$ cat config.mk
export PLATFORM = sky130hd
export DESIGN_NAME = fb_scanout
export DESIGN_NICKNAME = d
export VERILOG_FILES = /design/src/rtl/defines_package.sv /design/src/rtl/fb_scanout_fifo.sv /design/src/rtl/fb_scanout.sv
export SDC_FILE = /design/constraint.sdc
export NUM_CORES = 1
export LEC_CHECK = 0
export CELL_PAD_IN_SITES_DETAIL_PLACEMENT = 1
export CELL_PAD_IN_SITES_GLOBAL_PLACEMENT = 2
export CORE_MARGIN = 2
export CORE_UTILIZATION = 36
export CTS_CLUSTER_SIZE = 10
export DETAILED_ROUTE_END_ITERATION = 8
export PLACE_DENSITY = 0.73
export RECOVER_POWER = 50
export SLEW_MARGIN = 25
export SYNTH_ARGS = -nofsm -noshare
export SYNTH_HDL_FRONTEND = slang
export SYNTH_SLANG_ARGS = --single-unit
$ cat constraint.sdc
create_clock -name clk -period 2.1 [get_ports clk]
set_input_delay 0.42 -clock clk [delete_from_list [all_inputs] [get_ports clk]]
set_output_delay 0.42 -clock clk [all_outputs]
set_load 0.01 [all_outputs]
$ cat src/rtl/defines_package.sv
// Shared definitions for the frame-buffer fill and scanout paths.
//   Color          : pixel word stored in the frame buffer
//   FbAddrSize     : frame-buffer address width (from `FRAME_BUFFER_ADDR_SIZE)
//   ScreenWidth/Height : default frame geometry (from `SCREEN_WIDTH / `SCREEN_HEIGHT)
//   scan_state_e   : scanout controller states
//   scan_entry_t   : one return-buffer entry {pixel, end-of-line, end-of-frame}

`ifndef FRAME_BUFFER_ADDR_SIZE
`define FRAME_BUFFER_ADDR_SIZE 19
`endif

`ifndef SCREEN_WIDTH
`define SCREEN_WIDTH 640
`endif

`ifndef SCREEN_HEIGHT
`define SCREEN_HEIGHT 480
`endif

package defines_package;

    typedef logic [15:0] Color;

    localparam int unsigned FbAddrSize   = `FRAME_BUFFER_ADDR_SIZE;
    localparam int unsigned ScreenWidth  = `SCREEN_WIDTH;
    localparam int unsigned ScreenHeight = `SCREEN_HEIGHT;

    typedef enum logic [1:0] {
        ScanIdle,
        ScanIssue,
        ScanDrain,
        ScanDone
    } scan_state_e;

    typedef struct packed {
        Color data;
        logic eol;
        logic eof;
    } scan_entry_t;

endpackage

$ cat src/rtl/fb_scanout_fifo.sv
// scan_fifo: synchronous FIFO buffering frame-buffer return data for the scanout path.
//   clk, n_rst     : clock, asynchronous active-low reset (empties the FIFO)
//   push_i         : write push_data_i (caller guarantees not full unless popping)
//   push_data_i    : {pixel, eol, eof} entry
//   pop_i          : remove the head entry (ignored when empty)
//   head_o         : current head entry (meaningful only when !empty_o)
//   count_o        : number of stored entries
//   empty_o/full_o : occupancy flags

module scan_fifo
    import defines_package::*;
#(
    parameter int unsigned DEPTH = 4
) (
    input  logic                         clk,
    input  logic                         n_rst,
    input  logic                         push_i,
    input  scan_entry_t                  push_data_i,
    input  logic                         pop_i,
    output scan_entry_t                  head_o,
    output logic [$clog2(DEPTH+1)-1:0]   count_o,
    output logic                         empty_o,
    output logic                         full_o
);

    localparam int unsigned PtrW = (DEPTH > 1) ? $clog2(DEPTH) : 1;
    localparam int unsigned CntW = $clog2(DEPTH + 1);
    localparam logic [PtrW-1:0] PtrLast = PtrW'(DEPTH - 1);
    localparam logic [CntW-1:0] CntFull = CntW'(DEPTH);

    scan_entry_t     mem_q [DEPTH];
    logic [PtrW-1:0] wr_ptr_q, wr_ptr_d;
    logic [PtrW-1:0] rd_ptr_q, rd_ptr_d;
    logic [CntW-1:0] count_q, count_d;
    logic            do_push, do_pop;

    assign empty_o = (count_q == '0);
    assign full_o  = (count_q == CntFull);
    assign count_o = count_q;
    assign head_o  = mem_q[rd_ptr_q];

    // A push into a full FIFO is only safe when the head leaves in the same cycle.
    assign do_push = push_i && (!full_o || pop_i);
    assign do_pop  = pop_i && !empty_o;

    always_comb begin
        wr_ptr_d = wr_ptr_q;
        rd_ptr_d = rd_ptr_q;
        count_d  = count_q;
        if (do_push) begin
            wr_ptr_d = (wr_ptr_q == PtrLast) ? '0 : wr_ptr_q + 1'b1;
        end
        if (do_pop) begin
            rd_ptr_d = (rd_ptr_q == PtrLast) ? '0 : rd_ptr_q + 1'b1;
        end
        case ({do_push, do_pop})
            2'b10:   count_d = count_q + 1'b1;
            2'b01:   count_d = count_q - 1'b1;
            default: count_d = count_q;
        endcase
    end

    always_ff @(posedge clk or negedge n_rst) begin
        if (!n_rst) begin
            wr_ptr_q <= '0;
            rd_ptr_q <= '0;
            count_q  <= '0;
        end else begin
            wr_ptr_q <= wr_ptr_d;
            rd_ptr_q <= rd_ptr_d;
            count_q  <= count_d;
        end
    end

    // Storage carries no reset; occupancy is tracked by the pointers alone.
    always_ff @(posedge clk) begin
        if (do_push) begin
            mem_q[wr_ptr_q] <= push_data_i;
        end
    end

    no_overflow_a : assert property (@(posedge clk) disable iff (!n_rst)
        !(push_i && full_o && !pop_i))
        else $error("scan_fifo: push into full FIFO");

endmodule

$ cat src/rtl/fb_scanout.sv
// fb_scanout: reads a whole frame out of the frame buffer in raster order and streams it
// to the video output stage.
//   clk, n_rst   : clock, asynchronous active-low reset
//   start        : one-cycle pulse, starts a frame when idle
//   fb_addr      : frame-buffer read address (row*WIDTH+col, running counter)
//   fb_read_en   : read strobe, one pixel per high cycle
//   fb_rdata     : read data, valid RD_LATENCY cycles after its strobe
//   pix_data     : output pixel; pix_valid/pix_ready handshake
//   pix_eol/eof  : last pixel of row / of frame
//   busy         : frame in progress
//   done         : one-cycle pulse after the last pixel is accepted

module fb_scanout
    import defines_package::*;
#(
    parameter int unsigned WIDTH      = ScreenWidth,
    parameter int unsigned HEIGHT     = ScreenHeight,
    parameter int unsigned RD_LATENCY = 2,
    parameter int unsigned FIFO_DEPTH = 4
) (
    input  logic                  clk,
    input  logic                  n_rst,
    input  logic                  start,
    output logic [FbAddrSize-1:0] fb_addr,
    output logic                  fb_read_en,
    input  Color                  fb_rdata,
    output Color                  pix_data,
    output logic                  pix_valid,
    input  logic                  pix_ready,
    output logic                  pix_eol,
    output logic                  pix_eof,
    output logic                  busy,
    output logic                  done
);

    localparam int unsigned ColW = (WIDTH > 1) ? $clog2(WIDTH) : 1;
    localparam int unsigned RowW = (HEIGHT > 1) ? $clog2(HEIGHT) : 1;
    localparam int unsigned CntW = $clog2(FIFO_DEPTH + 1);
    localparam logic [ColW-1:0] ColLast = ColW'(WIDTH - 1);
    localparam logic [RowW-1:0] RowLast = RowW'(HEIGHT - 1);

    if (RD_LATENCY < 1) begin : g_bad_latency
        $error("fb_scanout: RD_LATENCY must be at least 1");
    end
    if (FIFO_DEPTH < RD_LATENCY + 1) begin : g_bad_depth
        $error("fb_scanout: FIFO_DEPTH must be at least RD_LATENCY+1");
    end
    if (64'(WIDTH) * 64'(HEIGHT) > (64'd1 << FbAddrSize)) begin : g_bad_addr
        $error("fb_scanout: WIDTH*HEIGHT does not fit the frame-buffer address");
    end

    scan_state_e           state_q, state_d;
    logic [ColW-1:0]       col_q, col_d;
    logic [RowW-1:0]       row_q, row_d;
    logic [FbAddrSize-1:0] addr_q, addr_d;

    // Strobe flags and their row/frame tags travel together through the latency pipe.
    logic [RD_LATENCY-1:0] rd_pipe_q, rd_pipe_d;
    logic [RD_LATENCY-1:0] eol_pipe_q, eol_pipe_d;
    logic [RD_LATENCY-1:0] eof_pipe_q, eof_pipe_d;

    int unsigned     inflight;
    logic            credit_ok, rd_en;
    logic            issue_eol, issue_eof;
    logic            fifo_push, fifo_pop, fifo_empty, fifo_full, last_pop;
    logic [CntW-1:0] fifo_count;
    scan_entry_t     push_entry, head_entry;

    assign issue_eol = (col_q == ColLast);
    assign issue_eof = issue_eol && (row_q == RowLast);

    always_comb begin
        inflight = 0;
        for (int i = 0; i < int'(RD_LATENCY); i++) begin
            inflight = inflight + {31'b0, rd_pipe_q[i]};
        end
    end

    // Reserve a FIFO slot for every read still in flight so a push never overflows.
    assign credit_ok = ({{(32-CntW){1'b0}}, fifo_count} + inflight) < FIFO_DEPTH;

    // ---------------- FSM: state register ----------------
    always_ff @(posedge clk or negedge n_rst) begin
        if (!n_rst) begin
            state_q <= ScanIdle;
        end else begin
            state_q <= state_d;
        end
    end

    // ---------------- FSM: next state ----------------
    always_comb begin
        state_d = state_q;
        case (state_q)
            ScanIdle:  if (start) state_d = ScanIssue;
            ScanIssue: if (rd_en && issue_eof) state_d = ScanDrain;
            ScanDrain: if (last_pop) state_d = ScanDone;
            ScanDone:  state_d = ScanIdle;
            default:   state_d = ScanIdle;
        endcase
    end

    // ---------------- FSM: outputs ----------------
    always_comb begin
        rd_en = 1'b0;
        busy  = 1'b0;
        done  = 1'b0;
        case (state_q)
            ScanIssue: begin
                rd_en = credit_ok;
                busy  = 1'b1;
            end
            ScanDrain: busy = 1'b1;
            ScanDone:  done = 1'b1;
            default:   ;
        endcase
    end

    assign fb_read_en = rd_en;
    assign fb_addr    = addr_q;

    // Raster counters and the latency pipe.
    always_comb begin
        col_d  = col_q;
        row_d  = row_q;
        addr_d = addr_q;
        if (state_q == ScanIdle && start) begin
            col_d  = '0;
            row_d  = '0;
            addr_d = '0;
        end else if (rd_en) begin
            addr_d = addr_q + 1'b1;
            if (issue_eol) begin
                col_d = '0;
                row_d = row_q + 1'b1;
            end else begin
                col_d = col_q + 1'b1;
            end
        end

        rd_pipe_d[0]  = rd_en;
        eol_pipe_d[0] = rd_en && issue_eol;
        eof_pipe_d[0] = rd_en && issue_eof;
        for (int i = 1; i < int'(RD_LATENCY); i++) begin
            rd_pipe_d[i]  = rd_pipe_q[i-1];
            eol_pipe_d[i] = eol_pipe_q[i-1];
            eof_pipe_d[i] = eof_pipe_q[i-1];
        end
    end

    always_ff @(posedge clk or negedge n_rst) begin
        if (!n_rst) begin
            col_q      <= '0;
            row_q      <= '0;
            addr_q     <= '0;
            rd_pipe_q  <= '0;
            eol_pipe_q <= '0;
            eof_pipe_q <= '0;
        end else begin
            col_q      <= col_d;
            row_q      <= row_d;
            addr_q     <= addr_d;
            rd_pipe_q  <= rd_pipe_d;
            eol_pipe_q <= eol_pipe_d;
            eof_pipe_q <= eof_pipe_d;
        end
    end

    // Return path: the oldest pipe stage lines up with fb_rdata.
    assign fifo_push  = rd_pipe_q[RD_LATENCY-1];
    assign push_entry = '{data: fb_rdata,
                          eol:  eol_pipe_q[RD_LATENCY-1],
                          eof:  eof_pipe_q[RD_LATENCY-1]};
    assign fifo_pop   = pix_valid && pix_ready;

    // The eof entry leaving as the sole occupant with nothing in flight ends the frame.
    assign last_pop = fifo_pop && head_entry.eof && (inflight == 0) &&
                      (fifo_count == CntW'(1));

    scan_fifo #(
        .DEPTH (FIFO_DEPTH)
    ) u_fifo (
        .clk         (clk),
        .n_rst       (n_rst),
        .push_i      (fifo_push),
        .push_data_i (push_entry),
        .pop_i       (fifo_pop),
        .head_o      (head_entry),
        .count_o     (fifo_count),
        .empty_o     (fifo_empty),
        .full_o      (fifo_full)
    );

    // Head fields are gated so idle outputs read as zero.
    assign pix_valid = !fifo_empty;
    assign pix_data  = pix_valid ? head_entry.data : '0;
    assign pix_eol   = pix_valid && head_entry.eol;
    assign pix_eof   = pix_valid && head_entry.eof;

endmodule

---- Word level (Yosys, flattened, before mapping) ----
Memories as Yosys holds them, arrays and structs flattened.
Index checks and enable logic that the tools add are counted.
word-level totals
  register bits ........................... 53
  memory bits (writable) .................. 72
  input port bits ......................... 20
  output and inout port bits .............. 41
  word-level logic and storage cells ...... 80
  memories ................................ 1
operators by class
  $add $sub $neg .......................... 9
  magnitude comparators ................... 1
  eq/ne operators ......................... 14
  multiplexer cells ....................... 21
  reduce and logical (&&, ||, !) cells .... 24
memory list
  memory        words  width  read ports  clocked after Yosys merged registers in  wr ports  RTL line               source
  u_fifo.mem_q  4      18     1           0                                        1         fb_scanout_fifo.sv:31  scan_entry_t mem_q [DEPTH];
operators with widths
  operator               count
  $mux 19                2
  $logic_not 32->1       1
  $mux 10                3
  $mux 9                 3
  $add 19x1->19 const B  1
  $mux 16                1
  $logic_and 1x1->1      12
  $add 10x1->10 const B  1
  $eq 10x10->1 const B   1
  $eq 2x2->1 const B     5
  $mux 2                 5
  $add 9x1->9 const B    1
  $eq 9x9->1 const B     1
  $pmux 2 s4             1
  $ne 2x2->1 const B     3
  $pmux 3 s2             1
  $reduce_bool 2->1      3
  $mux 1                 5
  $add 2x1->2 const B    2
  $add 3x2->4            1
  $eq 2x1->1 const B     2
  $lt 4x3->1 const B     1
  $add 3x1->3 const B    1
  $eq 3x1->1 const B     1
  10 further kinds       11

---- Logic depth before layout (Yosys ltp) ----
  depth after elaboration ................. 8
  depth in mapped cells ................... 10
  mapped depth without buffers ............ 9

---- Hierarchy ----
From an unflattened synthesis, not the netlist that was laid out.
unflattened totals
  cell total of the unflattened synthesis .. 400
  area, all modules ....................... 5655.4 um2
modules (own cells, without submodules)
  module      instances  cells each  area each (um2)  sequential area each (um2)
  scan_fifo   1          135         3052.9           2337.2
  fb_scanout  1          265         2602.5           1151.1

---- Least setup slack after synthesis ----
Ideal clock, no wire load.
  path kind ............................... flip-flop to output port
  from .................................... register u_fifo.rd_ptr_q[0]
  to ...................................... output pix_data[10]
  arrival time ............................ 1.672 ns
  required time ........................... 1.680 ns
  path slack .............................. 0.008 ns
  stages on the path, launching flop included .. 5
  path buffers ............................ 2
  path through ............................ dfrtp_1 > buf_2 > buf_2 > mux4_2 > and2_1
between the ends
  word-level cells in the longest chain between the ends .. 2
RTL lines
  item                      RTL line               source
  start: declaration        fb_scanout_fifo.sv:33  logic [PtrW-1:0] rd_ptr_q, rd_ptr_d;
  start signal: assignment  fb_scanout_fifo.sv:70  rd_ptr_q <= rd_ptr_d;
  $mem_v2 4x18              -
  $mux 16                   fb_scanout.sv:196      assign pix_data = pix_valid ? head_entry.data : '0;
  end: declaration          fb_scanout.sv:27       output Color pix_data,
Every way passes these cells.

---- Worst setup path in the final report ----
  from .................................... register u_fifo.rd_ptr_q[0]
  to ...................................... output pix_eof
between the ends
  word-level cells in the longest chain between the ends .. 2
RTL lines
  item               RTL line           source
  $mem_v2 4x18       -
  $logic_and 1x1->1  fb_scanout.sv:198  assign pix_eof = pix_valid && head_entry.eof;
  end: declaration   fb_scanout.sv:31   output logic pix_eof,
Every way passes these cells.

==> summary.md <==
| Metric | Value |
|---|---|
| Status | `finished, violations left` |
| Failing checks | `negative setup slack` |
| Clock Skews | `roughly 12 ps` |
| CTS tree | `built` |
| Hold WC Path Type | `reg2reg` |
| DRC Markers | `0` |
| Post-DRT Antenna Nets | `0` |
| Power share of the combinational group | `roughly 40%` |
| Initial Utilization | `about 37%` |
| Layout area overhead | `38.8%` |
| Max IR drop VDD | `a little over 0.0007 V` |
| Initial DRC Count | `approximately 110` |
| Die X | `between 100 and 150 µm` |
| Setup ws final | `-197 ps` |
| Post-DP HPWL | `approximately 8.1 mm` |
| CTS Buf Count | `17` |
| Cell Area, Synth | `~5500 µm²` |
| Clock power frac | `about 29%` |
| Clock sinks | `125` |
| WL final | `between 10 and 15 mm` |
| Final setup fails | `19` |
| Initial antenna violation count | `0` |
| Fin cells | `slightly above 700` |
| 1st-pass router iterations | `4` |
| Fin crit share | `109%` |
| Synth Net Count | `440` |
| Static Leak | `between 3 and 4 nW` |
| Avg Vias per Cell | `5.03` |
| H-tree levels | `4` |
| Synth area leaders | `edfxtp_1 39%, dfrtp_1 24%, mux4_2 7.3%` |
| Number of global-route vias before repair | `between 3000 and 4000` |
| Routed len/inst | `17.6 µm` |
| Switching share of power | `between 30 and 40%` |
| Max Freq | `roughly 440 MHz` |
| Yosys top cell area share | `39.1%` |
| Hold path cells | `0` |
| Critical Path AT | `between 1500 and 2000 ps` |
| GP Congestion | `around 0.75` |
| Ys Warns | `0` |
| Port buffer count | `60` |
| Reg clk slew, reported paths | `around 60 ps` |
| Die height | `128 µm` |
| Pint | `around 0.0080 W` |
| Clk Latency, worst-skew pair | `about 420 ps` |
| Worst Reg-to-Reg Cells | `10` |
| # diodes | `0` |
| Slew headroom | `between 50% and 60%` |
| GRT Overall Usage | `16.4%` |
| WP data required | `1680 ps` |
| Core area | `roughly 15000 µm²` |
| Worst-Margin Slew | `around 740 ps` |
| Tmin final | `between 2000 and 2500 ps` |
| Met1 GRT Util | `19.8%` |
| Synth Instances | `around 400` |
| GR peak layer | `met2` |
| Critical path type | `reg2out` |
| First-pass GRT wire length | `just over 20 mm` |
| Clock buffer depth | `2` |
| Sequential area share after synthesis | `63.0%` |
| Die ar. | `between 15000 and 20000 µm²` |
| Syn Area/Cell | `13.9 µm²` |
| Number of synthesized flops with an enable pin | `between 70 and 80` |
| Synth area leader | `edfxtp_1` |
| Share of cells above drive strength 1 | `29.8%` |
| Main synth FF type | `edfxtp_1` |
| Via count | `roughly 3600` |
| M2 GR Usage | `between 20 and 30%` |
| Yosys cell types | `42` |
| FF+latch count, synth | `roughly 130` |
| Met3 usage | `4.92%` |
| Unrepaired setup endpoints after global routing | `true` |
| Standard-cell row count | `45` |
| Largest net degree at the start of global routing | `36` |
| IO Pins | `61` |
| Place WS | `-156 ps` |
| Slew Viols, Final | `0` |
| Placed cell area | `around 6600 µm²` |
| MaxCap Viol Count | `0` |
| Layout Cell Area excl Fill | `between 7000 and 8000 µm²` |
| Asr flop ratio synth | `42.4%` |
| Inst Count DP | `between 600 and 700` |
| Critical Path Start Type | `flop` |
| Crit-path max FO | `4` |
| Final Net Count | `~560` |
| CTS Root Cell | `clkbuf_16` |
| FILL cells | `between 1500 and 2000` |
| Final hold violation count | `0` |
| Flop pwr share | `31.5%` |
| P per Cell Area | `approximately 1500 nW/µm²` |
| Setup crit end kind | `output port` |
| Overflow left after global routing | `0` |
| Sw power | `approximately 0.0035 W` |
-- state kept, by name (all words and copies together) (netlist names) --
| register | cells |
|---|---|
| eof_pipe_q | 2 |
| fb_addr | 19 |
| state_q | 2 |
| col_q | 10 |
| u_fifo.rd_ptr_q | 2 |
| u_fifo.wr_ptr_q | 2 |
| rd_pipe_q | 2 |
| eol_pipe_q | 2 |
| u_fifo.mem_q | 72 |
| u_fifo.count_o | 3 |
| row_q | 9 |
-- per-stage QoR --
stage | total power [W] | TNS, ps | utilization, % | hold WS (ps)
after global routing | 0.0122 | -4600 | 50.9 | 357
after CTS | 0.0115 | -3060 | 50.0 | 353
after detailed placement | 0.00755 | -2200 | 44.1 | 332
final | 0.0115 | -2530 | 50.9 | 351
after floorplan | 0.00567 | 0 | - | 124
after global placement | 0.00740 | -1060 | 44.1 | 326
-- final timing paths --
path / start / to / slack [ps]
max: u_fifo.rd_ptr_q[0] / pix_eof / -200
min: eof_pipe_q[0] / eof_pipe_q[1] / 350
max reg2reg: rd_pipe_q[0] / state_q[1] / -30
min reg2reg: eof_pipe_q[0] / eof_pipe_q[1] / 350
max in group asynchronous: n_rst / col_q[1] / 380
min in group asynchronous: n_rst / fb_addr[14] / 550
-- synth_stat cells (2+ instances only) --
cell type,n
edfxtp_1,72
dfrtp_1,53
nor2_1,31
and2_1,26
ha_1,21
inv_1,19
mux4_2,18
nand2_1,18
xnor2_1,17
o21ai_0,12
nand3_1,11
xor2_1,10
and3_1,9
nand4_1,9
nor3_1,9
or3_1,7
a21oi_1,6
clkbuf_1,6
and4_1,5
buf_2,5
nor4_1,5
mux2i_1,4
o31ai_1,3
a21o_1,2
a31oi_1,2
buf_1,2
o22ai_1,2
-- cells in the final DEF (no fill, tap or decap), types with 7 or more instances in the layout --
cell type        synthesis  routed
edfxtp_1                72      72
dfrtp_1                 53      52
nor2_1                  31      31
buf_4                    1      27
buf_6                    0      25
clkdlybuf4s50_1          0      22
ha_1                    21      19
inv_1                   19      18
nand2_1                 18      18
mux4_2                  18      18
clkbuf_16                0      18
xnor2_1                 17      17
dlygate4sd3_1            0      17
and2_4                   0      13
and2_1                  26      13
xor2_1                  10      10
nand4_1                  9       9
and3_1                   9       8
nand3_1                 11       8
nor3_1                   9       8
o21ai_0                 12       8
buf_2                    5       8
or3_1                    7       7
-- metal layers --
layer  vias up  share of wire, %
li1       1701                 -
met1      1840                43
met2        66                52
met3        13               3.7
met4         0               1.3
met5         -                 0
-- kinds of logic after synthesis --
| logic type | count (synthesis) | synth area share [%] |
|---|---|---|
| flip-flops | 125 | 63.0 |
| adder cells (fa/ha/maj) | 21 | 4.75 |
| XOR/XNOR | 27 | 4.27 |
| buffers and inverters | 33 | 2.42 |
| multiplexers | 24 | 8.46 |
| AND/OR/NAND/NOR | 138 | 13.7 |
| AO/OA/AOI/OAI | 31 | 3.41 |
-- timing repair --
item | 4_1_cts | 5_1_grt
pin swaps | 23 | 11
cloned | 0 | 2
endpoints found under the hold margin | 10 | 0
setup endpoints to repair | 34 | 50
hold buffers | 1 | 0
setup buffers | 16 | 2
gates resized for setup | 125 | 34
-- final cells by class --
type | count | area, µm² | share of cell area [%]
Multi-Input combinational cell | 241 | 2090 | 27.2
Inverter | 19 | 71.3 | 0.928
Clock inverter | 15 | 240 | 3.13
Tap cell | 188 | 235 | 3.06
Timing Repair Buffer | 114 | 1130 | 14.7
Clock buffer | 17 | 425 | 5.54
Sequential cell | 125 | 3490 | 45.4
-- power by group through the flow --
stage | logic [W] | registers [W] | clock network, W
final | 0.00456 | 0.00363 | 0.00333
after global placement | 0.00378 | 0.00363 | 0
after detailed placement | 0.00388 | 0.00367 | 0
after CTS | 0.00442 | 0.00363 | 0.00341
after global routing | 0.00502 | 0.00370 | 0.00349
after floorplan | 0.00207 | 0.00360 | 0
-- critical path, cell delays in order, from the launching register on --
cell	delay [ps]
dfrtp_2	430
buf_6	140
buf_6	90
mux4_2	500
and2_4	180
buf_6	110
(Power assumes the default switching activity.)
